==> src/rtl/pc_gen.sv <==
// rtl/pc_gen.sv - program-counter generator: fetch handshake, commit-driven advance, target select
// Owns the architectural PC, retired-instruction counter and misaligned-target reporting.
module pc_gen #(
   parameter int          XLEN      = 32,
   parameter logic [31:0] RESET_VEC = 32'h8000_0000,
   parameter int          IALIGN    = 4,
   parameter int          CNT_W     = 64
) (
   input  logic             clk,
   input  logic             rst,
   output logic             ifu_req_valid,
   input  logic             ifu_req_ready,
   input  logic             commit_valid,
   input  logic             inst_is_c,
   input  logic             IsBr,
   input  logic             BrTaken,
   input  logic             IsJAL,
   input  logic             IsJALR,
   input  logic [XLEN-1:0]  alu_result,
   input  logic             trap_valid,
   input  logic [XLEN-1:0]  trap_vec,
   input  logic             mret_valid,
   input  logic [XLEN-1:0]  mepc,
   output logic [XLEN-1:0]  pc_current,
   output logic [XLEN-1:0]  pc_snpc,
   output logic [XLEN-1:0]  next_pc,
   output logic             misalign_valid,
   output logic [XLEN-1:0]  misalign_addr,
   output logic [CNT_W-1:0] instret
);

   localparam logic [XLEN-1:0] RST_PC = XLEN'(RESET_VEC);

   typedef enum logic [1:0] {BOOT, FETCH, WAIT} state_t;
   state_t state;

   logic            jump_sel;
   logic            jump_mis;
   logic            misalign;
   logic [XLEN-1:0] jump_tgt;

   always_comb begin
      pc_snpc  = pc_current + ((IALIGN == 2 && inst_is_c) ? XLEN'(2) : XLEN'(4));
      jump_sel = IsJALR | IsJAL | (IsBr & BrTaken);
      jump_tgt = IsJALR ? {alu_result[XLEN-1:1], 1'b0} : alu_result;
      jump_mis = (IALIGN == 2) ? jump_tgt[0] : (jump_tgt[1:0] != 2'b00);
      // Only a jump/branch target is checked; trap and mret targets are trusted.
      misalign = !trap_valid && !mret_valid && jump_sel && jump_mis;
      if (trap_valid)
         next_pc = trap_vec;
      else if (mret_valid)
         next_pc = mepc;
      else if (jump_sel)
         next_pc = misalign ? trap_vec : jump_tgt;
      else
         next_pc = pc_snpc;
   end

   always_ff @(posedge clk or posedge rst) begin
      if (rst) begin
         state          <= BOOT;
         pc_current     <= RST_PC;
         ifu_req_valid  <= 1'b0;
         misalign_valid <= 1'b0;
         misalign_addr  <= '0;
         instret        <= '0;
      end else begin
         misalign_valid <= 1'b0;
         case (state)
            BOOT: begin
               state         <= FETCH;
               ifu_req_valid <= 1'b1;
            end
            FETCH: begin
               if (ifu_req_ready) begin
                  state         <= WAIT;
                  ifu_req_valid <= 1'b0;
               end
            end
            WAIT: begin
               if (commit_valid) begin
                  state          <= FETCH;
                  ifu_req_valid  <= 1'b1;
                  pc_current     <= next_pc;
                  instret        <= instret + CNT_W'(1);
                  misalign_valid <= misalign;
                  if (misalign)
                     misalign_addr <= jump_tgt;
               end
            end
            default: begin
               state         <= BOOT;
               ifu_req_valid <= 1'b0;
            end
         endcase
      end
   end

endmodule

==> config.mk <==
export PLATFORM = sky130hd
export DESIGN_NAME = pc_gen
export DESIGN_NICKNAME = d
export VERILOG_FILES = /design/src/rtl/pc_gen.sv
export SDC_FILE = /design/constraint.sdc
export NUM_CORES = 1
export LEC_CHECK = 0
export ABC_AREA = 1
export BUFFER_PORTS_ARGS = -buffer_cell sky130_fd_sc_hd__buf_2
export CORE_MARGIN = 3
export CORE_UTILIZATION = 40
export CTS_BUF_LIST = sky130_fd_sc_hd__clkbuf_16
export DETAILED_ROUTE_END_ITERATION = 6
export PLACE_DENSITY = 0.71
export SETUP_SLACK_MARGIN = 0.02
export SKIP_CTS_REPAIR_TIMING = 1
export SKIP_LAST_GASP = 1
export SLEW_MARGIN = 30
export SYNTH_ARGS = -nofsm -noshare
export SYNTH_HDL_FRONTEND = slang
export SYNTH_SLANG_ARGS = --single-unit
==> constraint.sdc <==
create_clock -name clk -period 4.98 [get_ports clk]
set_clock_uncertainty 0.1 [all_clocks]
set_input_delay 0.747 -clock clk [delete_from_list [all_inputs] [get_ports clk]]
set_output_delay 0.747 -clock clk [all_outputs]
set_load 0.05 [all_outputs]
# --- Word-level counts from Yosys, hierarchy flattened ---
# Cells that the tools add are included.
op_classes:
  add_sub_neg: 2
  eq_ne: 4
  mux: 13
  bitwise_logic: 3
  n_reduce_logical: 10
op_table:
  columns: ["operator", "count"]
  rows:
  - ["32-bit two-way mux", 4]
  - ["64-bit by 1-bit adder with 64-bit output, second input constant", 1]
  - ["32-bit by 3-bit adder with 32-bit output, second input constant", 1]
  - ["2-bit one-hot mux with 3 select lines", 1]
  - ["1-bit two-way mux", 5]
  - ["2-bit two-way mux", 2]
  - ["2-bit != test, second input constant", 2]
  - ["2-bit AND reduction", 2]
  - ["1-bit logical AND", 3]
  - ["1-bit one-hot mux with 3 select lines", 1]
  - ["3-bit AND reduction", 1]
  - ["2-bit by 1-bit == test with 1-bit output, second input constant", 1]
  - ["2-bit == test, second input constant", 1]
  - ["1-bit zero test", 2]
  - ["2-bit zero test", 1]
  - ["1-bit bitwise OR", 2]
  - ["2-bit nonzero test", 1]
  - ["1-bit AND", 1]
totals:
  regBits: 132
  in_bits: 107
  wordCells: 38

# --- Longest topological paths before layout ---
# Gate-level depths: netlist of the first run.
logic_depth:
  ltp_word: 8
  ltp_mapped: 14

# --- Worst setup path before layout of the first run ---
# Ideal clock, no wire load.
synth_path:
  path_type: "register to output"
  start: "reg pc_current[2]"
  end: "out next_pc[5]"
  arrival_time_ns: 3.093
  required_time_ns: 4.133
  setup_slack_ns: 1.040
  path_stages_with_launch: 6
  path_buffers: 0
  cell_sequence: "dfrtp_1 -> inv_1 -> nor2_2 -> xor2_1 -> o21ai_0 -> o21bai_1"
synth_between:
  elab_chain_len: 4
synth_lines:
  columns: ["item", "line_no", "text"]
  rows:
  - ["from (decl)", "24", "output logic [XLEN-1:0] pc_current,"]
  - ["from (signal assigned)", "84", "pc_current <= next_pc;"]
  - ["32-bit by 3-bit adder with 32-bit output", "43", "pc_snpc = pc_current + ((IALIGN == 2 && inst_is_c) ? XLEN'(2) : XLEN'(4));"]
  - ["net pc_snpc[5]", "25", "output logic [XLEN-1:0] pc_snpc,"]
  - ["32-bit two-way mux", "53", "else if (jump_sel)"]
  - ["32-bit two-way mux", "51", "else if (mret_valid)"]
  - ["32-bit two-way mux", "49", "if (trap_valid)"]
  - ["to (decl)", "26", "output logic [XLEN-1:0] next_pc,"]
# The timed path passes the listed nets, and every way through them passes these cells.

# --- Worst setup path after layout of the first run ---
layout_path:
  start: "in mret_valid"
  end: "out next_pc[30]"
layout_between:
  elab_chain_len: 8
layout_lines:
  columns: ["item", "line_no", "text"]
  rows:
  - ["from (decl)", "22", "input logic mret_valid,"]
  - ["1-bit zero test", "48", "misalign = !trap_valid && !mret_valid && jump_sel && jump_mis;"]
  - ["1-bit logical AND (3 in a row)", "48", null]
  - ["32-bit two-way mux", "54", "next_pc = misalign ? trap_vec : jump_tgt;"]
  - ["32-bit two-way mux", "53", null]
  - ["32-bit two-way mux (*)", "51", null]
  - ["32-bit two-way mux (*)", "49", null]
# Every way passes the cells marked *; elsewhere a longest branch is shown, timed or not.

==> impl_metrics.toml, run 1 <==
[cells_and_area]
area_delta_synth_final_pct = 26.1
layout.nets = 1710
drive_above_1_share = 0.239
fillers = 2162
layout_common_cells = "490 x sky130_fd_sc_hd__nand2_1, 299 x sky130_fd_sc_hd__buf_2, 138 x sky130_fd_sc_hd__inv_1"
most_common_cell_after_layout_fill_and_taps_aside = "sky130_fd_sc_hd__nand2_1"
area.sequential_mm2 = 0.00328
area_used_by_multi_input_combinational_logic_mm2 = 0.00478

[global_routing]
top_usage_layer = "met2"
grt_antenna_before_repair = 9
grt_first_pass_wirelength_um = 52300
grt_max_degree = 79
grt_use_met2 = 0.493
groute.usage.overall = 0.285
use_met3 = 0.0726
via_count_of_the_first_global_routing_pass = 9323
global_route.overflow_total = 0
grt_use_met1 = 0.327

[power_and_ir_drop]
seqPwrFrac = 0.288
power.density_cell_area_mw_per_mm2 = 532
clockPowerShare = 0.203
static-leakage-power_nw = 6.00
fin_total_pwr_mw = 5.89
cellInternalPower_mw = 2.64
power_switching_share = 0.551
comb_power_share = 0.509
peakVddDrop_mv = 0.232
p_sw_mw = 3.25

[clock_tree]
worst_setup_hold_path_clk_slew_ns = 0.06
cts_root_buffer = "sky130_fd_sc_hd__clkbuf_16"
cts_tree = "built"
ctsLongestPathBuffers = 2
clock_sinks = 131
htreeDepth = 4
clk-insertion-delay-late_ns = 0.43
cts_inserted_buffers = 17

[synthesis]
synth-simple-area-share = 0.396
synth_compound_gate_area_share = 0.0856
synthCells = 1315
synthFlopType = "sky130_fd_sc_hd__dfrtp_1"
syn_avg_cell_area_um2 = 6.68
ys_seq_elements = 131
yosysUniqueCellTypes = 43
synth_async_sr_flop_share = 1.00
synthesis.nets = 1424
yosysWarningCount = 0
largest_cells_by_area_after_synthesis = "sky130_fd_sc_hd__dfrtp_1 37%, sky130_fd_sc_hd__nand2_1 21%, sky130_fd_sc_hd__inv_1 5.8%, sky130_fd_sc_hd__nor2_1 5.3%, sky130_fd_sc_hd__nand3_1 5.1%"
yosys.area_share.adder = 0.00285
synth_mux_area_frac = 0
edff_count_synth = 0
top_area_cell_type_share_of_the_netlist_area = 0.370
synth_seq_area_share = 0.373
synth_top_family_by_area = "simple AND/OR/NAND/NOR gates"
post_synth_xor_area_fraction = 0.0598
post_synthesis_cell_area_mm2 = 0.00878
post-synth-top-area-cell = "sky130_fd_sc_hd__dfrtp_1"

[critical_path]
worstSetupStartpointType = "input port"
worst-path-max-fanout = 33
worst_ep_required_time_ns = 4.13
cp.arrival_ns = 3.05
endpoint_kind = "output port"
timing.setup.critical_path_class = "in2out"

[timing]
worst_slew_margin_rel = 0.507
final_count_of_negative_setup_slack_endpoints = 0
worst_slew_pin_slew_ns = 0.738
report.final.hold_viol_count = 0
timing.final.max_slew_violations = 0
setup_total_negative_slack_ns = 0
grt_setup_unrepaired = "no"
finalWorstPathRequiredPeriod_ns = 3.89
finalCritPeriodShare = 0.782
max_freq_mhz = 257

[floorplanning]
initial_core_util = 0.413
fp-row-count = 53
fp.dieArea_mm2 = 0.0238
design.core.area_mm2 = 0.0213
boundaryPins = 301
fp.dieW_um = 154
die_height_um = 154

[placed_design]
hpwl_um = 27400
port_buf_inserts = 299
finalWeightedCongestion = 0.956

[routing]
drc = 0
ant_nets = 0
dr.first_iter.drc_count = 760
wire_per_inst_um = 18.4
avgViaCountPerCell = 5.21
drtPass1Iterations = 7
num_vias = 9868
detail_route.wirelength_um = 34800

[hold_path]
worstHoldPathType = "in2async"

[run_status]
outcome = "completed"

[job]
maxCapViolations = 0
## worst max-delay path, cell delays in order
cell and delay (ns):
sky130_fd_sc_hd__buf_2 0.27, sky130_fd_sc_hd__nor2_8 0.25, sky130_fd_sc_hd__nand2_4 0.24, sky130_fd_sc_hd__inv_1 0.43, sky130_fd_sc_hd__nand2_1 0.09, sky130_fd_sc_hd__nand3_1 0.08
sky130_fd_sc_hd__nand2_1 0.05, sky130_fd_sc_hd__inv_1 0.06, sky130_fd_sc_hd__nand2_1 0.06, sky130_fd_sc_hd__a21boi_0 0.39, sky130_fd_sc_hd__buf_2 0.35
## power by group through the flow
stage	clock network [mW]	logic (mW)	registers (mW)
after floorplan	0	1.27	2.58
after global placement	0	2.98	1.69
after detailed placement	0	3.00	1.70
after CTS	1.21	3.01	1.69
after global routing	1.26	3.16	1.74
final	1.20	3.00	1.70
## area by class of cell
| type | count | share of cell area |
|---|---|---|
| Antenna cell | 5 | 0.00113 |
| Clock buffer | 17 | 0.0384 |
| Clock inverter | 15 | 0.0108 |
| Inverter | 142 | 0.0486 |
| Multi-Input combinational cell | 1000 | 0.432 |
| Sequential cell | 131 | 0.296 |
| Tap cell | 275 | 0.0311 |
| Timing Repair Buffer | 309 | 0.142 |
## path summary, 6_finish.rpt
check | endpoint | slack [ns] | start | depth (start not counted)
hold / removal | misalign_valid | 0.35 | rst | 2
hold reg to reg | misalign_addr[12] | 0.38 | misalign_addr[12] | 2
max in group asynchronous | pc_current[31] | 3.47 | rst | 3
setup reg to reg | misalign_addr[15] | 2.16 | state[1] | 7
min in group clk | misalign_addr[12] | 0.38 | misalign_addr[12] | 2
setup / recovery | next_pc[30] | 1.09 | mret_valid | 11
## synth_stat cells (2+ instances only)
library cell / n
sky130_fd_sc_hd__buf_1: 5
sky130_fd_sc_hd__nand2_4: 2
sky130_fd_sc_hd__nor2_1: 123
sky130_fd_sc_hd__inv_1: 136
sky130_fd_sc_hd__inv_2: 5
sky130_fd_sc_hd__nor2_2: 11
sky130_fd_sc_hd__xor2_1: 46
sky130_fd_sc_hd__xnor2_1: 14
sky130_fd_sc_hd__nand2_1: 490
sky130_fd_sc_hd__o21ai_1: 8
sky130_fd_sc_hd__nor2_4: 9
sky130_fd_sc_hd__a22oi_1: 3
sky130_fd_sc_hd__a21boi_0: 5
sky130_fd_sc_hd__nor3_1: 22
sky130_fd_sc_hd__a21oi_1: 28
sky130_fd_sc_hd__nand3b_1: 6
sky130_fd_sc_hd__nor3_4: 2
sky130_fd_sc_hd__nor4_1: 3
sky130_fd_sc_hd__and2_1: 6
sky130_fd_sc_hd__a21boi_1: 8
sky130_fd_sc_hd__nand3_1: 89
sky130_fd_sc_hd__buf_4: 3
sky130_fd_sc_hd__nand4_1: 20
sky130_fd_sc_hd__or2_2: 5
sky130_fd_sc_hd__o211ai_1: 6
sky130_fd_sc_hd__clkbuf_1: 21
sky130_fd_sc_hd__buf_2: 13
sky130_fd_sc_hd__dfrtp_1: 130
sky130_fd_sc_hd__o21bai_1: 3
sky130_fd_sc_hd__o21ai_0: 68
sky130_fd_sc_hd__ha_1: 2
sky130_fd_sc_hd__o22ai_1: 3
sky130_fd_sc_hd__a31oi_1: 4
sky130_fd_sc_hd__nand2_2: 7
## per-layer routing
metal,part of all wire,wire length (um)
met1,0.37,12900
met2,0.49,17100
met3,0.086,3010
met4,0.049,1700
met5,0.0018,64
## registers in the layout, indices dropped and copies added, names as in the netlist
register        cells
instret            64
misalign_valid      1
state               2
pc_current         32
misalign_addr      32
## per-stage QoR
step | instance area [um^2] | hold slack [ns] | utilization | worst slack [ns] | std cells
after detailed placement | 10500 | 0.360 | 0.494 | 1.15 | 1857
after global placement | 10500 | 0.357 | 0.494 | 1.16 | 1857
final | 11100 | 0.348 | 0.520 | 1.09 | 1894
after CTS | 11100 | 0.376 | 0.520 | 1.14 | 1889
after global routing | 11100 | 0.396 | 0.520 | 0.978 | 1893
after floorplan | 8780 | 0.413 | - | 0.637 | 1315
## cell families (layout without fill, tap and decap cells)
kind of cell	count (synthesis)	after routing
other	0	5
adder cells (fa/ha/maj)	2	2
AO/OA/AOI/OAI	136	136
XOR/XNOR	60	60
buffers and inverters	184	483
flip-flops	131	131
AND/OR/NAND/NOR	802	802
(Power assumes the default switching activity.)
==> inputs of run 2 (changes only) <==
Clock period 4.98 ns to 3.95 ns, I/O delays scaled along.
==> run 2 against run 1 <==
Against the previous run:
- routed wire length rose by 0.94%
- sequential power grew 26%
- global-route usage up 0.42 points
==> impl_metrics.toml, run 2 (same netlist as run 1, synthesis figures left out) <==
[power_and_ir_drop]
power.density_cell_area_mw_per_mm2 = 676
fin_total_pwr_mw = 7.55
static-leakage-power_nw = 6.04
peakVddDrop_mv = 0.310

[routing]
drtPass1Iterations = 6
num_vias = 9885
drc = 0
avgViaCountPerCell = 5.20
ant_nets = 0
dr.first_iter.drc_count = 761
wire_per_inst_um = 18.5
detail_route.wirelength_um = 35100

[floorplanning]
fp.dieArea_mm2 = 0.0238
fp-row-count = 53
design.core.area_mm2 = 0.0213
fp.dieW_um = 154
initial_core_util = 0.413
boundaryPins = 301
die_height_um = 154

[hold_path]
min_path_cells = 3
min-delay-start = "alu_result[15]"
hold_path_end = "misalign_addr[15]"
worstHoldPathType = "in2reg"

[global_routing]
grt_max_degree = 80
grt_antenna_before_repair = 12
groute.usage.overall = 0.289
grt_first_pass_wirelength_um = 53400
via_count_of_the_first_global_routing_pass = 9628
global_route.overflow_total = 0

[critical_path]
cp.buffers_inverters = 1
worst-path-max-fanout = 6
timing.critical_path.slowest_stage_cell = "sky130_fd_sc_hd__dfrtp_1"
worstReg2RegStart = "pc_current[3]"
timing.setup.critical_path_class = "reg2out"
worst-r2r-setup-slack_ns = 1.60
worstSetupPathDepth = 12
r2r-end = "pc_current[26]"
crit_path_max_incr_delay_ns = 0.38
worstSetupStartpointType = "flip-flop"
cp.arrival_ns = 2.76
worst_ep_required_time_ns = 3.26
worstRegToRegCells = 14
cp_cell_sequence = "ha_1, nand2_1, nor2_2, nand2_2, nor2_2, nand3b_1, nand2_1, nand2_1, nand2_1, nand2_1, nand2_1, buf_2"
timing.critical_path.max_delay_family = "simple AND/OR/NAND/NOR gates"
critical-path-top-cell-by-count = "sky130_fd_sc_hd__nand2_1"
endpoint_kind = "output port"

[cells_and_area]
drive_above_1_share = 0.241
layout_common_cells = "490 x sky130_fd_sc_hd__nand2_1, 299 x sky130_fd_sc_hd__buf_2, 136 x sky130_fd_sc_hd__inv_1"
largest_registers_ranked_by_flip_flop_count = "instret x64, misalign_addr x32, pc_current x32"
utilization = 0.525
layout.nets = 1714
final_cell_area_mm2 = 0.0112
largest_register_ff_count = 64
top_register = "instret"
area_delta_synth_final_pct = 27.2
most_common_cell_after_layout_fill_and_taps_aside = "sky130_fd_sc_hd__nand2_1"
final_cell_count_no_fill = 1900

[timing]
finalWorstPathRequiredPeriod_ns = 3.45
worst_slack_on_hold_paths_ns = 0.277
worst_slew_pin_slew_ns = 0.686
worst_slew_margin_rel = 0.542
setup_ws_ns = 0.497
finalCritPeriodShare = 0.874
setup_total_negative_slack_ns = 0
grt_setup_unrepaired = "no"
max_freq_mhz = 290
final_count_of_negative_setup_slack_endpoints = 0
report.final.hold_viol_count = 0
timing.final.max_slew_violations = 0

[placed_design]
placed_cells_incl_taps = 1860
port_buf_inserts = 299
placement.cell_area_mm2 = 0.0106
hpwl_um = 27500
finalWeightedCongestion = 0.934
dp_slack_ns = 0.721

[clock_tree]
cts_root_buffer = "sky130_fd_sc_hd__clkbuf_16"
ctsLongestPathBuffers = 2
worst_setup_hold_path_clk_slew_ns = 0.06
clk-insertion-delay-late_ns = 0.42
clock_sinks = 131
htreeDepth = 4
cts_inserted_buffers = 17
cts_tree = "built"

[job]
maxCapViolations = 0

[run_status]
outcome = "completed"
[run 2: cell types whose count changed in the layout (fill, tap and decap cells not counted)]
cell / before / now
sky130_fd_sc_hd__diode_2: 5 / 8
sky130_fd_sc_hd__buf_4: 10 / 12
sky130_fd_sc_hd__bufinv_16: 1 / 3
sky130_fd_sc_hd__inv_1: 138 / 136
sky130_fd_sc_hd__inv_6: 3 / 1
sky130_fd_sc_hd__buf_12: 0 / 1
sky130_fd_sc_hd__clkinvlp_4: 3 / 4
sky130_fd_sc_hd__dlygate4sd3_1: 0 / 1
[run 2: how the worst max path moves through the flow]
stage	endpoint	slack, ns	start
after detailed placement	next_pc[9]	0.72	IsJALR
after global routing	next_pc[26]	0.27	pc_current[3]
after CTS	next_pc[26]	0.49	pc_current[3]
after floorplan	next_pc[5]	0.16	pc_current[2]
final	next_pc[26]	0.50	pc_current[3]
after global placement	next_pc[9]	0.75	IsJALR
[run 2: layer usage]
metal | part of all wire | track usage
met1 | 0.38 | 0.331
met2 | 0.49 | 0.505
met4 | 0.043 | 0.133
met3 | 0.083 | 0.0723
met5 | 0.0022 | 0
[run 2: worst register-to-register path: stages, from the launching register on]
cell	delay, ns
sky130_fd_sc_hd__dfrtp_1	0.38
sky130_fd_sc_hd__ha_1	0.21
sky130_fd_sc_hd__nand2_1	0.12
sky130_fd_sc_hd__nor2_2	0.21
sky130_fd_sc_hd__nand2_2	0.16
sky130_fd_sc_hd__nor2_2	0.28
sky130_fd_sc_hd__nand2_1	0.08
sky130_fd_sc_hd__nand2_1	0.06
sky130_fd_sc_hd__nand2_1	0.09
sky130_fd_sc_hd__nand2_1	0.13
sky130_fd_sc_hd__nand2_1	0.07
sky130_fd_sc_hd__nand2_1	0.06
sky130_fd_sc_hd__nand2_1	0.15
sky130_fd_sc_hd__nand2_1	0.10
sky130_fd_sc_hd__nand2_1	0.06
[run 2: cell type report]
type                    instances  area (um^2)
inverters                     142          537
multi-input cells            1000         4780
repair buffers                313         1620
diodes                          8         20.0
clock inverters                14          164
fillers                      2166        10100
well taps                     275          344
flip-flops and latches        131         3280
clock buffers                  17          425
[run 2: power breakdown]
group / internal (mW) / leakage (nW) / total [mW] / switching (mW)
clock: 0.985 / 0.282 / 1.63 / 0.648
sequential: 1.70 / 1.68 / 2.14 / 0.445
combinational: 0.781 / 4.07 / 3.78 / 3.00
total: 3.46 / 6.04 / 7.55 / 4.09
==> inputs of run 3 (changes only) <==
Settings changed: PLACE_DENSITY 0.71 to 0.74.
Clock period 3.95 ns to 3.1 ns, I/O delays scaled along.
==> run 3 against run 2 <==
Against the previous run:
- cell count rose by 0.32%
- via count rose by 1.6%
- critical path depth fell by 2
- sequential share of layout area fell by 0.47 points
- non-clock buffer count rose by 7
- count of clock-buffer cells in the layout did not move
- routed wire length rose by 0.42%
- flip-flop and latch count did not move
- worst hold slack got worse by 0.12 ns
- core utilization rose by 0.95 points
- highest routed layer unchanged
==> impl_metrics.toml, run 3 (same netlist as run 1, synthesis figures left out) <==
[global_routing]
global_route.overflow_total = 0
via_count_of_the_first_global_routing_pass = 9808
grt_max_degree = 56
grt_antenna_before_repair = 9
grt_first_pass_wirelength_um = 54100
groute.usage.overall = 0.292

[clock_tree]
clock_sinks = 131
clk-insertion-delay-late_ns = 0.42
ctsLongestPathBuffers = 2
cts_root_buffer = "sky130_fd_sc_hd__clkbuf_16"
worst_setup_hold_path_clk_slew_ns = 0.06
cts_inserted_buffers = 17
htreeDepth = 4
cts_tree = "built"

[power_and_ir_drop]
peakVddDrop_mv = 0.360
power.density_cell_area_mw_per_mm2 = 843
static-leakage-power_nw = 6.12
fin_total_pwr_mw = 9.58

[routing]
dr.first_iter.drc_count = 635
avgViaCountPerCell = 5.27
detail_route.wirelength_um = 35200
drtPass1Iterations = 7
ant_nets = 0
drc = 0
num_vias = 10039
wire_per_inst_um = 18.5

[timing]
finalWorstPathRequiredPeriod_ns = 2.99
grt_setup_unrepaired = "yes"
setup_total_negative_slack_ns = 0
finalCritPeriodShare = 0.964
worst_slew_margin_rel = 0.627
worst_slew_pin_slew_ns = 0.558
max_freq_mhz = 335
setup_ws_ns = 0.113
report.final.hold_viol_count = 0
timing.final.max_slew_violations = 0
final_count_of_negative_setup_slack_endpoints = 0

[cells_and_area]
largest_register_ff_count = 64
layout_common_cells = "489 x sky130_fd_sc_hd__nand2_1, 293 x sky130_fd_sc_hd__buf_2, 137 x sky130_fd_sc_hd__inv_1"
drive_above_1_share = 0.259
top_register = "instret"
layout.nets = 1721
utilization = 0.534
final_cell_count_no_fill = 1906
area_delta_synth_final_pct = 29.5
largest_registers_ranked_by_flip_flop_count = "instret x64, misalign_addr x32, pc_current x32"
most_common_cell_after_layout_fill_and_taps_aside = "sky130_fd_sc_hd__nand2_1"

[floorplanning]
fp.dieW_um = 154
die_height_um = 154
design.core.area_mm2 = 0.0213
fp-row-count = 53
boundaryPins = 301
initial_core_util = 0.413
fp.dieArea_mm2 = 0.0238

[critical_path]
cp.arrival_ns = 2.42
worstRegToRegCells = 7
r2r-end = "misalign_addr[10]"
worst-path-max-fanout = 5
timing.setup.critical_path_class = "reg2out"
worst_ep_required_time_ns = 2.53
endpoint_kind = "output port"
worstSetupStartpointType = "flip-flop"
worst-r2r-setup-slack_ns = 0.76
worstReg2RegStart = "state[0]"

[placed_design]
port_buf_inserts = 299
hpwl_um = 28000
dp_slack_ns = 0.314
placed_cells_incl_taps = 1865
finalWeightedCongestion = 0.971

[run_status]
outcome = "completed"

[hold_path]
min_path_cells = 2
min-delay-start = "ifu_req_ready"
worstHoldPathType = "in2reg"
hold_path_end = "state[0]"

[job]
maxCapViolations = 0
==> run 3: changes by cell type in the layout (fill, tap and decap cells not counted), sizes merged <==
cell	previous run	this run
diode	8	7
buf	312	317
bufinv	3	1
inv	142	144
clkbuf	17	19
==> run 3: metal layers <==
metal | global-route usage | routed length [um]
met4 | 0.147 | 1730
met5 | 0 | 30
met1 | 0.341 | 13100
met3 | 0.0704 | 3160
met2 | 0.501 | 17200
==> run 3: power breakdown <==
part           switching (mW)  leakage (nW)  total, mW  internal (mW)
clock                   0.803         0.273       1.90           1.09
sequential              0.580          1.68       2.75           2.17
combinational            3.88          4.17       4.93           1.05
total                    5.27          6.12       9.58           4.31
==> run 3: cell type report <==
cell class              count  area (um^2)
fillers                  2130         9910
well taps                 275          344
flip-flops and latches    131         3290
clock inverters            14          119
inverters                 142          541
clock buffers              17          425
diodes                      7         17.5
repair buffers            320         1730
multi-input cells        1000         4910
==> run 3: worst max-delay path: stages, from the launching register on <==
cell	delay [ns]
sky130_fd_sc_hd__dfrtp_2	0.40
sky130_fd_sc_hd__ha_1	0.18
sky130_fd_sc_hd__nand2_1	0.09
sky130_fd_sc_hd__nor2_4	0.17
sky130_fd_sc_hd__nand2_4	0.12
sky130_fd_sc_hd__nor2_4	0.21
sky130_fd_sc_hd__nand4_1	0.14
sky130_fd_sc_hd__nand3_1	0.18
sky130_fd_sc_hd__nand2_1	0.12
sky130_fd_sc_hd__a21boi_2	0.17
sky130_fd_sc_hd__buf_4	0.22
==> run 3: worst max-delay path by stage <==
| stage | from | end | slack [ns] | cells past startpoint |
|---|---|---|---|---|
| floorplan | pc_current[2] | next_pc[5] | -0.19 | 5 |
| global placement | mret_valid | next_pc[14] | 0.33 | 8 |
| detailed placement | mret_valid | next_pc[14] | 0.31 | 8 |
| CTS | pc_current[2] | next_pc[26] | -0.04 | 12 |
| global route | pc_current[2] | next_pc[20] | 0.008 | 10 |
| finish | pc_current[2] | next_pc[20] | 0.11 | 10 |
==> run 3: metrics by stage <==
step	hold WS [ns]	cell area, um^2
after floorplan	0.413	8880
after global placement	0.315	10700
after detailed placement	0.317	10700
after CTS	-0.132	11300
after global routing	0.164	11400
final	0.157	11400
